===== src/rtl/run_ctrl_pkg.sv =====
// Shared definitions for the run control unit: operating-mode encodings,
// run-control FSM states and the seven-segment glyph table.
package run_ctrl_pkg;

  localparam logic [1:0] MODE_HALT = 2'b00;
  localparam logic [1:0] MODE_STEP = 2'b01;
  localparam logic [1:0] MODE_RUN  = 2'b10;
  localparam logic [1:0] MODE_RUNN = 2'b11;

  typedef enum logic [1:0] {
    ST_IDLE = 2'd0,
    ST_RUN  = 2'd1,
    ST_RUNN = 2'd2
  } run_state_t;

  // Active-low glyph for "0", also the display value out of reset.
  localparam logic [6:0] SEG_ZERO = 7'h40;

  // Hex glyph table, active-low segments ordered {g,f,e,d,c,b,a}.
  function automatic logic [6:0] seg_glyph(input logic [3:0] nib);
    logic [6:0] seg;
    case (nib)
      4'h0: seg = 7'h40;
      4'h1: seg = 7'h79;
      4'h2: seg = 7'h24;
      4'h3: seg = 7'h30;
      4'h4: seg = 7'h19;
      4'h5: seg = 7'h12;
      4'h6: seg = 7'h02;
      4'h7: seg = 7'h78;
      4'h8: seg = 7'h00;
      4'h9: seg = 7'h10;
      4'hA: seg = 7'h08;
      4'hB: seg = 7'h03;
      4'hC: seg = 7'h46;
      4'hD: seg = 7'h21;
      4'hE: seg = 7'h06;
      default: seg = 7'h0E;
    endcase
    return seg;
  endfunction

endpackage


===== src/rtl/run_control_unit_hex7seg.sv =====
// hex7seg: decodes one 4-bit nibble into an active-low seven-segment glyph.
module hex7seg
  import run_ctrl_pkg::*;
(
  input  logic [3:0] nibble,
  output logic [6:0] seg_n
);

  // Pure table lookup; registering happens in the parent.
  always_comb begin
    seg_n = seg_glyph(nibble);
  end

endmodule


===== src/rtl/run_control_unit.sv =====
// run_control_unit: produces a one-cycle CPU clock-enable from halt,
// debounced single-step, free-run and run-N modes, counts issued steps and
// drives DIGITS seven-segment displays from a selectable data channel.
// Optional feature macro: RUN_CTRL_BREAKPOINT_EN adds a PC breakpoint that
// stops RUN/RUNN and raises a sticky bp_hit flag.
//
// Handshake note: there is no valid/ready pair here; cpu_en is a qualifier
// pulse, high for exactly one cycle per step and never on two consecutive
// cycles. step_btn is fully asynchronous and is synchronised internally.
module run_control_unit
  import run_ctrl_pkg::*;
#(
  parameter int DB_CYCLES   = 500000,
  parameter int TICK_CYCLES = 500000,
  parameter int RATE_W      = 4,
  parameter int CNT_W       = 16,
  parameter int NUM_CH      = 4,
  parameter int CH_W        = 32,
  parameter int DIGITS      = 8,
  localparam int SEL_W      = (NUM_CH > 1) ? $clog2(NUM_CH) : 1
) (
  input  logic                     clock,
  input  logic                     reset_n,
  input  logic [1:0]               mode,
  input  logic                     step_btn,
  input  logic [RATE_W-1:0]        rate_sel,
  input  logic [CNT_W-1:0]         run_n,
  input  logic                     clr_count,
  input  logic [NUM_CH*CH_W-1:0]   ch_data,
  input  logic [SEL_W-1:0]         ch_sel,
`ifdef RUN_CTRL_BREAKPOINT_EN
  input  logic [CH_W-1:0]          pc,
  input  logic [CH_W-1:0]          bp_addr,
  input  logic                     bp_valid,
  output logic                     bp_hit,
`endif
  output logic                     cpu_en,
  output logic [CNT_W-1:0]         cycle_count,
  output logic                     busy,
  output logic [DIGITS*7-1:0]      hex_n,
  output logic [1:0]               state_dbg
);

  localparam int DB_W    = (DB_CYCLES > 1) ? $clog2(DB_CYCLES) : 1;
  localparam int TICK_MX = (2 ** RATE_W) * TICK_CYCLES;
  localparam int TICK_W  = (TICK_MX > 1) ? $clog2(TICK_MX) : 1;
  localparam int DISP_W  = 4 * DIGITS;
  localparam logic [DB_W-1:0] DB_LAST = DB_W'(DB_CYCLES - 1);

  // ---------------------------------------------------------------------
  // Step button: synchroniser, debouncer and rising-edge detector
  // ---------------------------------------------------------------------
  logic [1:0]      btn_sync;
  logic            db_level;
  logic [DB_W-1:0] db_cnt;
  logic            step_req;

  // Accept a new level only after DB_CYCLES consecutive differing samples.
  always_ff @(posedge clock or negedge reset_n) begin
    if (!reset_n) begin
      btn_sync <= 2'b00;
      db_level <= 1'b0;
      db_cnt   <= '0;
      step_req <= 1'b0;
    end else begin
      btn_sync <= {btn_sync[0], step_btn};
      step_req <= 1'b0;
      if (btn_sync[1] != db_level) begin
        if (db_cnt == DB_LAST) begin
          db_level <= btn_sync[1];
          db_cnt   <= '0;
          step_req <= btn_sync[1];
        end else begin
          db_cnt <= db_cnt + DB_W'(1);
        end
      end else begin
        db_cnt <= '0;
      end
    end
  end

  // ---------------------------------------------------------------------
  // Run-control FSM with tick divider
  // ---------------------------------------------------------------------
  run_state_t       state, state_nx;
  logic             cpu_en_c;
  logic             en_q;
  logic [TICK_W-1:0] tick_cnt;
  logic [TICK_W-1:0] period_last;
  logic             tick_hit;
  logic [CNT_W-1:0] remaining;
  logic             runn_lock;
  logic             entry_ok;

  // Compared combinationally so a rate change takes effect immediately;
  // a counter already beyond the new period fires straight away.
  assign period_last = TICK_W'((32'(rate_sel) + 32'd1) * 32'(TICK_CYCLES) - 32'd1);
  assign tick_hit    = (tick_cnt >= period_last);

`ifdef RUN_CTRL_BREAKPOINT_EN
  logic bp_hit_q;
  logic bp_match;
  assign bp_match = bp_valid && (pc == bp_addr);
  // A latched breakpoint keeps the unit halted until mode returns to halt.
  assign entry_ok = !bp_hit_q;
  assign bp_hit   = bp_hit_q;
`else
  assign entry_ok = 1'b1;
`endif

  // State register plus the per-state bookkeeping (tick, remaining, lock).
  always_ff @(posedge clock or negedge reset_n) begin
    if (!reset_n) begin
      state     <= ST_IDLE;
      en_q      <= 1'b0;
      tick_cnt  <= '0;
      remaining <= '0;
      runn_lock <= 1'b0;
    end else begin
      state <= state_nx;
      en_q  <= cpu_en_c;

      if (state == ST_IDLE || tick_hit) begin
        tick_cnt <= '0;
      end else begin
        tick_cnt <= tick_cnt + TICK_W'(1);
      end

      if (state == ST_IDLE && state_nx == ST_RUNN) begin
        remaining <= run_n;
      end else if (state == ST_RUNN && cpu_en_c) begin
        remaining <= remaining - CNT_W'(1);
      end

      // Once a run-N burst ends, mode 11 must be left before another burst.
      if (mode != MODE_RUNN) begin
        runn_lock <= 1'b0;
      end else if (state == ST_RUNN && state_nx == ST_IDLE) begin
        runn_lock <= 1'b1;
      end
    end
  end

  // Next-state and step-enable decode; en_q guarantees a gap between pulses.
  always_comb begin
    state_nx = state;
    cpu_en_c = 1'b0;
    case (state)
      ST_IDLE: begin
        if (mode == MODE_STEP && step_req && !en_q) begin
          cpu_en_c = 1'b1;
        end
        if (mode == MODE_RUN && entry_ok) begin
          state_nx = ST_RUN;
        end else if (mode == MODE_RUNN && run_n != '0 && !runn_lock && entry_ok) begin
          state_nx = ST_RUNN;
        end
      end
      ST_RUN: begin
        if (mode != MODE_RUN) begin
          state_nx = ST_IDLE;
        end else if (tick_hit && !en_q) begin
          cpu_en_c = 1'b1;
        end
      end
      ST_RUNN: begin
        if (mode != MODE_RUNN) begin
          state_nx = ST_IDLE;
        end else if (tick_hit && !en_q) begin
          cpu_en_c = 1'b1;
          if (remaining == CNT_W'(1)) begin
            state_nx = ST_IDLE;
          end
        end
      end
      default: state_nx = ST_IDLE;
    endcase
`ifdef RUN_CTRL_BREAKPOINT_EN
    if (state != ST_IDLE && cpu_en_c && bp_match) begin
      state_nx = ST_IDLE;
    end
`endif
  end

`ifdef RUN_CTRL_BREAKPOINT_EN
  // Sticky breakpoint flag, cleared only by halt mode or reset.
  always_ff @(posedge clock or negedge reset_n) begin
    if (!reset_n) begin
      bp_hit_q <= 1'b0;
    end else if (mode == MODE_HALT) begin
      bp_hit_q <= 1'b0;
    end else if (state != ST_IDLE && cpu_en_c && bp_match) begin
      bp_hit_q <= 1'b1;
    end
  end
`endif

  assign cpu_en    = cpu_en_c;
  assign busy      = (state != ST_IDLE);
  assign state_dbg = state;

  // ---------------------------------------------------------------------
  // Step counter
  // ---------------------------------------------------------------------
  // Wrapping step counter; a clear beats a coincident step.
  always_ff @(posedge clock or negedge reset_n) begin
    if (!reset_n) begin
      cycle_count <= '0;
    end else if (clr_count) begin
      cycle_count <= '0;
    end else if (cpu_en_c) begin
      cycle_count <= cycle_count + CNT_W'(1);
    end
  end

  // ---------------------------------------------------------------------
  // Display path: channel mux -> register -> glyph decode -> register
  // ---------------------------------------------------------------------
  logic [DISP_W-1:0]   disp_nx;
  logic [DISP_W-1:0]   disp_q;
  logic [DIGITS*7-1:0] seg_w;

  // Out-of-range channel selects show zero.
  always_comb begin
    disp_nx = '0;
    for (int k = 0; k < NUM_CH; k++) begin
      if (ch_sel == SEL_W'(k)) begin
        disp_nx = ch_data[k*CH_W +: DISP_W];
      end
    end
  end

  // Capture the selected channel once per cycle.
  always_ff @(posedge clock or negedge reset_n) begin
    if (!reset_n) begin
      disp_q <= '0;
    end else begin
      disp_q <= disp_nx;
    end
  end

  for (genvar d = 0; d < DIGITS; d++) begin : g_digit
    hex7seg u_hex7seg (
      .nibble (disp_q[d*4 +: 4]),
      .seg_n  (seg_w[d*7 +: 7])
    );
  end

  // Registered segment outputs so the pins are glitch-free.
  always_ff @(posedge clock or negedge reset_n) begin
    if (!reset_n) begin
      hex_n <= {DIGITS{SEG_ZERO}};
    end else begin
      hex_n <= seg_w;
    end
  end

endmodule

===== config.mk =====
export PLATFORM = sky130hd
export DESIGN_NAME = run_control_unit
export DESIGN_NICKNAME = d
export VERILOG_FILES = /design/src/rtl/run_ctrl_pkg.sv /design/src/rtl/run_control_unit_hex7seg.sv /design/src/rtl/run_control_unit.sv
export SDC_FILE = /design/constraint.sdc
export NUM_CORES = 1
export LEC_CHECK = 0
export ABC_AREA = 1
export CAP_MARGIN = 20
export CELL_PAD_IN_SITES_DETAIL_PLACEMENT = 1
export CELL_PAD_IN_SITES_GLOBAL_PLACEMENT = 1
export CORE_ASPECT_RATIO = 0.5
export CORE_MARGIN = 10
export CORE_UTILIZATION = 39
export CTS_BUF_LIST = sky130_fd_sc_hd__clkbuf_2 sky130_fd_sc_hd__clkbuf_4 sky130_fd_sc_hd__clkbuf_8
export DETAILED_ROUTE_END_ITERATION = 16
export PLACE_DENSITY = 0.87
export SLEW_MARGIN = 0
export SYNTH_ARGS = -nofsm -noshare
export SYNTH_HDL_FRONTEND = slang
export SYNTH_SLANG_ARGS = --single-unit

===== constraint.sdc =====
create_clock -name clock -period 13.1 [get_ports clock]
set_input_delay 3.93 -clock clock [delete_from_list [all_inputs] [get_ports clock]]
set_output_delay 3.93 -clock clock [all_outputs]
set_load 0.02 [all_outputs]

## Word-level counts from Yosys, hierarchy flattened

Memories as Yosys holds them, arrays and structs flattened. A register that Yosys moved wholly into a read port is not among the register bits.
Index checks and enable logic that the tools add are counted.

- Bits in registers: 114
- Bits in read-only memories: 896
- Output and inout port bits: 76
- Logic and storage cells: 96
- Memories kept: 8

Memory list:

| memory | words | bits a word | rd ports | clocked after Yosys merged registers in | write ports | RTL line | text |
|---|---|---|---|---|---|---|---|
| (no name shown) | 16 | 7 | 1 | 1 | 0 | run_ctrl_pkg.sv:22 | `case (nib)` |
| (no name shown) | 16 | 7 | 1 | 1 | 0 | run_ctrl_pkg.sv:22 |  |
| (no name shown) | 16 | 7 | 1 | 1 | 0 | run_ctrl_pkg.sv:22 |  |
| (no name shown) | 16 | 7 | 1 | 1 | 0 | run_ctrl_pkg.sv:22 |  |
| (no name shown) | 16 | 7 | 1 | 1 | 0 | run_ctrl_pkg.sv:22 |  |
| (no name shown) | 16 | 7 | 1 | 1 | 0 | run_ctrl_pkg.sv:22 |  |
| 2 more memories | -- | -- | -- | -- | -- | -- |  |

- Add/subtract/negate cells: 6
- Multipliers: 1
- Order comparisons: 1
- Equal/unequal tests: 14
- Muxes and demuxes: 27
- Reduce and logical (&&, ||, !) cells: 28

Operators by type and width:

| operator | count |
|---|---|
| 32-bit 2-to-1 mux | 4 |
| 16-bit 2-to-1 mux | 4 |
| 19-bit 2-to-1 mux | 2 |
| 23-bit by 1-bit adder with 23-bit output, second input constant | 1 |
| 23-bit >= comparator | 1 |
| 23-bit 2-to-1 mux | 1 |
| 23-bit by 1-bit subtractor with 23-bit output, second input constant | 1 |
| 19-bit by 1-bit adder with 19-bit output, second input constant | 1 |
| 19-bit == test, second input constant | 1 |
| 5-bit by 14-bit multiplier with 18-bit output, second input constant | 1 |
| 16-bit by 1-bit adder with 16-bit output, second input constant | 1 |
| 16-bit by 1-bit == test with 1-bit output, second input constant | 1 |
| 16-bit nonzero test | 1 |
| 16-bit by 1-bit subtractor with 16-bit output, second input constant | 1 |
| 2-bit == test, second input constant | 6 |
| 2-bit 2-to-1 mux | 6 |
| 1-bit logical NOT | 10 |
| 1-bit logical AND | 8 |
| 1-bit 2-to-1 mux | 8 |
| 2-bit nonzero test | 4 |
| 2-bit by 1-bit == test with 1-bit output, second input constant | 3 |
| 2-bit logical NOT | 3 |
| 2-bit case mux with 3 select lines | 1 |
| 4-bit by 1-bit adder with 5-bit output, second input constant | 1 |
| 5 further kinds | 6 |

## Depth between registers and ports, before layout

- Word-level depth: 12
- Gate-level depth with buffers: 36
- Gate-level depth less buffers: 35

## Modules after synthesis

A second synthesis with hierarchy kept.

- Cells, all modules: 1497
- Area, all modules: 11547.3 um^2

Modules (own cells, without submodules):

| module | instances | cells an instance | area an instance (um^2) |
|---|---|---|---|
| run_control_unit | 1 | 1105 | 9355.2 |
| hex7seg | 8 | 49 | 274.0 |

## Least setup slack after synthesis

No wires, ideal clock.

- Path type: input port to output port
- From: in rate_sel[0]
- To: out cpu_en
- Arrival: 8409 ps
- Data required time: 9170 ps
- Slack: 761 ps
- Stages on the path: 29
- Buffers on the path: 0
- Cell sequence: ha_1 -> nand2_2 -> inv_1 -> nor2_1 -> ha_1 -> inv_1 -> fa_1 -> fa_1 -> inv_1 -> ha_1 -> a21oi_1 -> nand2_1 -> xnor2_1 -> nand2_1 -> nor2_2 -> nand3_1 -> nand2_1 -> nand2_1 -> ha_1 -> nand2_1 -> nor2_1 -> nand2_1 -> nor2_1 -> nand2_1 -> nand4_2 -> nand2_1 -> inv_2 -> nand2_2 -> nand2_1

- Cells in the longest elaborated chain, start to end: 8

Ends and longest elaborated chain:

| item | RTL line | text |
|---|---|---|
| start: declaration | run_control_unit.sv:26 | `input logic [RATE_W-1:0] rate_sel,` |
| 4-bit by 1-bit adder with 5-bit output (*) | run_control_unit.sv:97 | `assign period_last = TICK_W'((32'(rate_sel) + 32'd1) * 32'(TICK_CYCLES) - 32'd1);` |
| 5-bit by 14-bit multiplier with 18-bit output (*) | run_control_unit.sv:97 |  |
| 23-bit by 1-bit subtractor with 23-bit output (*) | run_control_unit.sv:97 |  |
| 23-bit >= comparator (*) | run_control_unit.sv:98 | `assign tick_hit = (tick_cnt >= period_last);` |
| 1-bit logical AND (*) | run_control_unit.sv:162, run_control_unit.sv:169 |  |
| 1-bit 2-to-1 mux (*) | run_control_unit.sv:162, run_control_unit.sv:169 |  |
| 1-bit 2-to-1 mux (on tied branches) | run_control_unit.sv:167, run_control_unit.sv:160 |  |
| 1-bit case mux with 3 select lines (*) | run_control_unit.sv:148 | `case (state)` |
| end: declaration | run_control_unit.sv:37 | `output logic cpu_en,` |

Every way passes the cells marked *; elsewhere a longest branch is shown, timed or not.

## Worst setup path after layout

- From: in rate_sel[2]
- To: out cpu_en

Same word-level chain as after synthesis.

==> impl_metrics.py <==
metrics = {
    "run_status": {
        "status": "complete, no violations",
    },
    "routing": {
        "drtAntennaViolNets": 0,
        "viasPerCell": 5.17,
        "drt_pass1_iterations": 4,
        "wl_met1_mm": 14.4,
        "wl_met3_mm": 1.61,
        "num_vias": 10600,
        "wire_per_inst_um": 17.7,
        "drtIter0Drc": 556,
        "wirelength_mm": 36.4,
        "highest_layer": "met4",
        "drc_errors": 0,
        "met2_length_mm": 19.8,
    },
    "synth": {
        "synth-seq-cells": 170,
        "synth_cell_type_count": 54,
        "avgSynthCellArea_um2": 7.79,
        "synthCells": 1419,
        "yosysSeqAreaShare_pct": 38.6,
        "syn_nets": 1674,
        "yosysWarnings": 0,
        "synth_area_um2": 11100,
    },
    "min_path": {
        "hold_depth": 0,
        "min_from": "btn_sync[0]",
        "worstHoldEndpoint": "btn_sync[1]",
        "min_path_type": "reg -> reg",
    },
    "finish": {
        "layout-drive-gt1-share_pct": 8.26,
        "final_util_pct": 51.7,
        "synthToLayoutAreaGrowth_pct": 30.1,
        "final_cells": 2054,
        "final_cell_mix": "nand2_1, clkdlybuf4s50_1, dfrtp_1",
        "layout_commonest_cell": "nand2_1",
        "fin_nets": 1913,
    },
    "worst_setup_path": {
        "worstPathArrival_ps": 8830,
        "r2r_slack_ps": 10450,
        "slowest_stage": "clkdlybuf4s50_1",
        "cp_max_fo": 4,
        "cp_slowest_stage_delay_ps": 580,
        "cp-start-kind": "input pin",
        "r2r_cells": 11,
        "crit_top_cell": "nand2_1",
        "critPathCaptureType": "output pin",
        "reg2reg_from": "tick_cnt[14]",
        "r2r_end": "tick_cnt[3]",
        "worstSetupPathType": "in -> out",
        "cp.required_ps": 9170,
    },
    "timing": {
        "period_share_pct": 97.4,
        "tns_ps": 0,
        "slew_viol_final": 0,
        "hold_viol": 0,
        "final-setup-viol-count": 0,
        "fin_crit_ps": 12760,
        "timing.fmax_ghz": 0.0784,
        "worst_pin_slew_ps": 848,
        "relSlewSlack_pct": 43.3,
        "finalClockSkew_ps": 18.4,
    },
    "power_and_ir_drop": {
        "p_per_area_nw_per_um2": 114,
        "irDropWorstVdd_uv": 74.4,
        "power.static_leakage_nw": 6.74,
    },
    "clock_tree": {
        "cts_tree": "built",
        "htreeDepth": 4,
        "hold_buffers": 0,
        "clk_latency_ps": 500,
        "cts_sinks": 170,
        "clk_pin_slew_ps": 90,
        "cts_buffer_depth": 2,
        "cts_root_buf": "clkbuf_8",
        "numCtsBuffers": 17,
    },
    "floorplanning": {
        "start_util_pct": 39.7,
        "fp.dieH_um": 139,
        "die_w_um": 258,
        "io_pins": 232,
        "fp-row-count": 43,
        "fp.coreArea_um2": 27800,
        "die_area_um2": 35900,
    },
    "global_route": {
        "grt_pass1_wl_mm": 59.4,
        "grt_overflow": 0,
        "track_usage_pct": 20.0,
        "grt_max_degree": 81,
        "antenna_found_initial": 1,
        "grt_pass1_vias": 11700,
    },
    "place": {
        "dp_hpwl_mm": 29.1,
        "io_buffers": 231,
        "place.gp.congestion": 0.911,
        "dp.cells": 2018,
    },
    "flow_run": {
        "max_cap_viol_count": 0,
    },
}
[report_power, final]
| part | internal, mW | leakage (nW) | switching (mW) |
|---|---|---|---|
| registers | 0.592 | 2.17 | 0.0553 |
| logic | 0.270 | 4.37 | 0.347 |
| clock network | 0.167 | 0.195 | 0.211 |
[repair_timing]
action	4_1_cts	5_1_grt
setup buffers	0	2
resized for setup	6	16
cloned	0	0
setup endpoints to repair	1	1
pin swaps	0	4
endpoints found under the hold margin	0	0
[synthesized netlist by cell type (all sizes together)]
cell type / instances / area [um^2]
a211oi: 2 / 15.0
a21boi: 1 / 7.51
a21o: 1 / 7.51
a21oi: 78 / 394
a221oi: 12 / 105
a31oi: 2 / 12.5
a32o: 6 / 60.1
a32oi: 2 / 17.5
and2: 1 / 6.26
buf: 10 / 60.1
clkbuf: 33 / 124
clkinv: 2 / 7.51
dfrtp: 162 / 4050
dfstp: 8 / 210
fa: 5 / 100
ha: 94 / 1180
inv: 143 / 537
nand2: 395 / 1510
nand3: 90 / 498
nand3b: 5 / 50.1
nand4: 56 / 372
nor2: 156 / 658
nor3: 18 / 100
nor3b: 4 / 35.0
nor4: 9 / 62.6
o211ai: 3 / 22.5
o21a: 1 / 7.51
o21ai: 50 / 250
o21bai: 2 / 15.0
o221a: 1 / 11.3
o31ai: 2 / 15.0
or2: 6 / 40.0
xnor2: 16 / 140
xor2: 43 / 377
[sequential cells by signal, indices dropped and copies added, names as in the netlist]
| register | flops |
|---|---|
| db_level | 1 |
| disp_q | 32 |
| remaining | 16 |
| state_dbg | 2 |
| cycle_count | 16 |
| en_q | 1 |
| btn_sync | 2 |
| runn_lock | 1 |
| hex_n | 56 |
| tick_cnt | 23 |
| db_cnt | 19 |
| step_req | 1 |
[worst max path at each step]
stage	slack [ps]	cells past startpoint	startpoint	endpoint
after floorplan	760	29	rate_sel[0]	cpu_en
after detailed placement	-370	31	rate_sel[0]	cpu_en
after CTS	20	27	rate_sel[2]	cpu_en
after global routing	-40	30	rate_sel[2]	cpu_en
final	340	30	rate_sel[2]	cpu_en
after global placement	-110	31	rate_sel[0]	cpu_en
[stage by stage]
| stage | worst slack (ps) | hold slack [ps] | instance area [um^2] | total power [mW] |
|---|---|---|---|---|
| floorplan | 761 | 331 | 11100 | 0.999 |
| global placement | -113 | 344 | 13900 | 1.22 |
| detailed placement | -370 | 345 | 13900 | 1.26 |
| CTS | 24.4 | 367 | 14300 | 1.65 |
| global route | -39.1 | 377 | 14400 | 1.76 |
| finish | 342 | 361 | 14400 | 1.64 |
[area by class of cell]
type	count	area, um^2
sequential	170	4260
timing repair buffer	263	2570
inverter	145	544
antenna	1	2.50
clock inverter	12	116
multi-input combinational	1061	6130
fill	3429	13400
clock buffer	20	275
tap	382	478
[routing by layer]
| metal | up-vias | global-route usage, % |
|---|---|---|
| met2 | 167 | 38.1 |
| li1 | 5106 | - |
| met4 | 0 | 5.88 |
| met1 | 5318 | 21.7 |
| met3 | 35 | 4.60 |
| met5 | - | 0 |
[kinds of logic (layout without fill, tap and decap cells)]
family	after synthesis	in the layout	synth area share, %
compound gates	163	163	8.51
xor+xnor	59	59	4.67
fa+ha+maj	99	99	11.5
buf+inv	188	440	6.59
flops	170	170	38.6
other cells	0	1	0
simple gates	740	740	30.1
[critical path: cells and delay by family]
family                   cells  cell delay [ps]
AO/OA/AOI/OAI                1              130
XOR/XNOR                     2              410
adder cells (fa/ha/maj)      5             1790
buffers and inverters        6             1040
AND/OR/NAND/NOR             16             1530
Power figures use the tool's default switching activity.
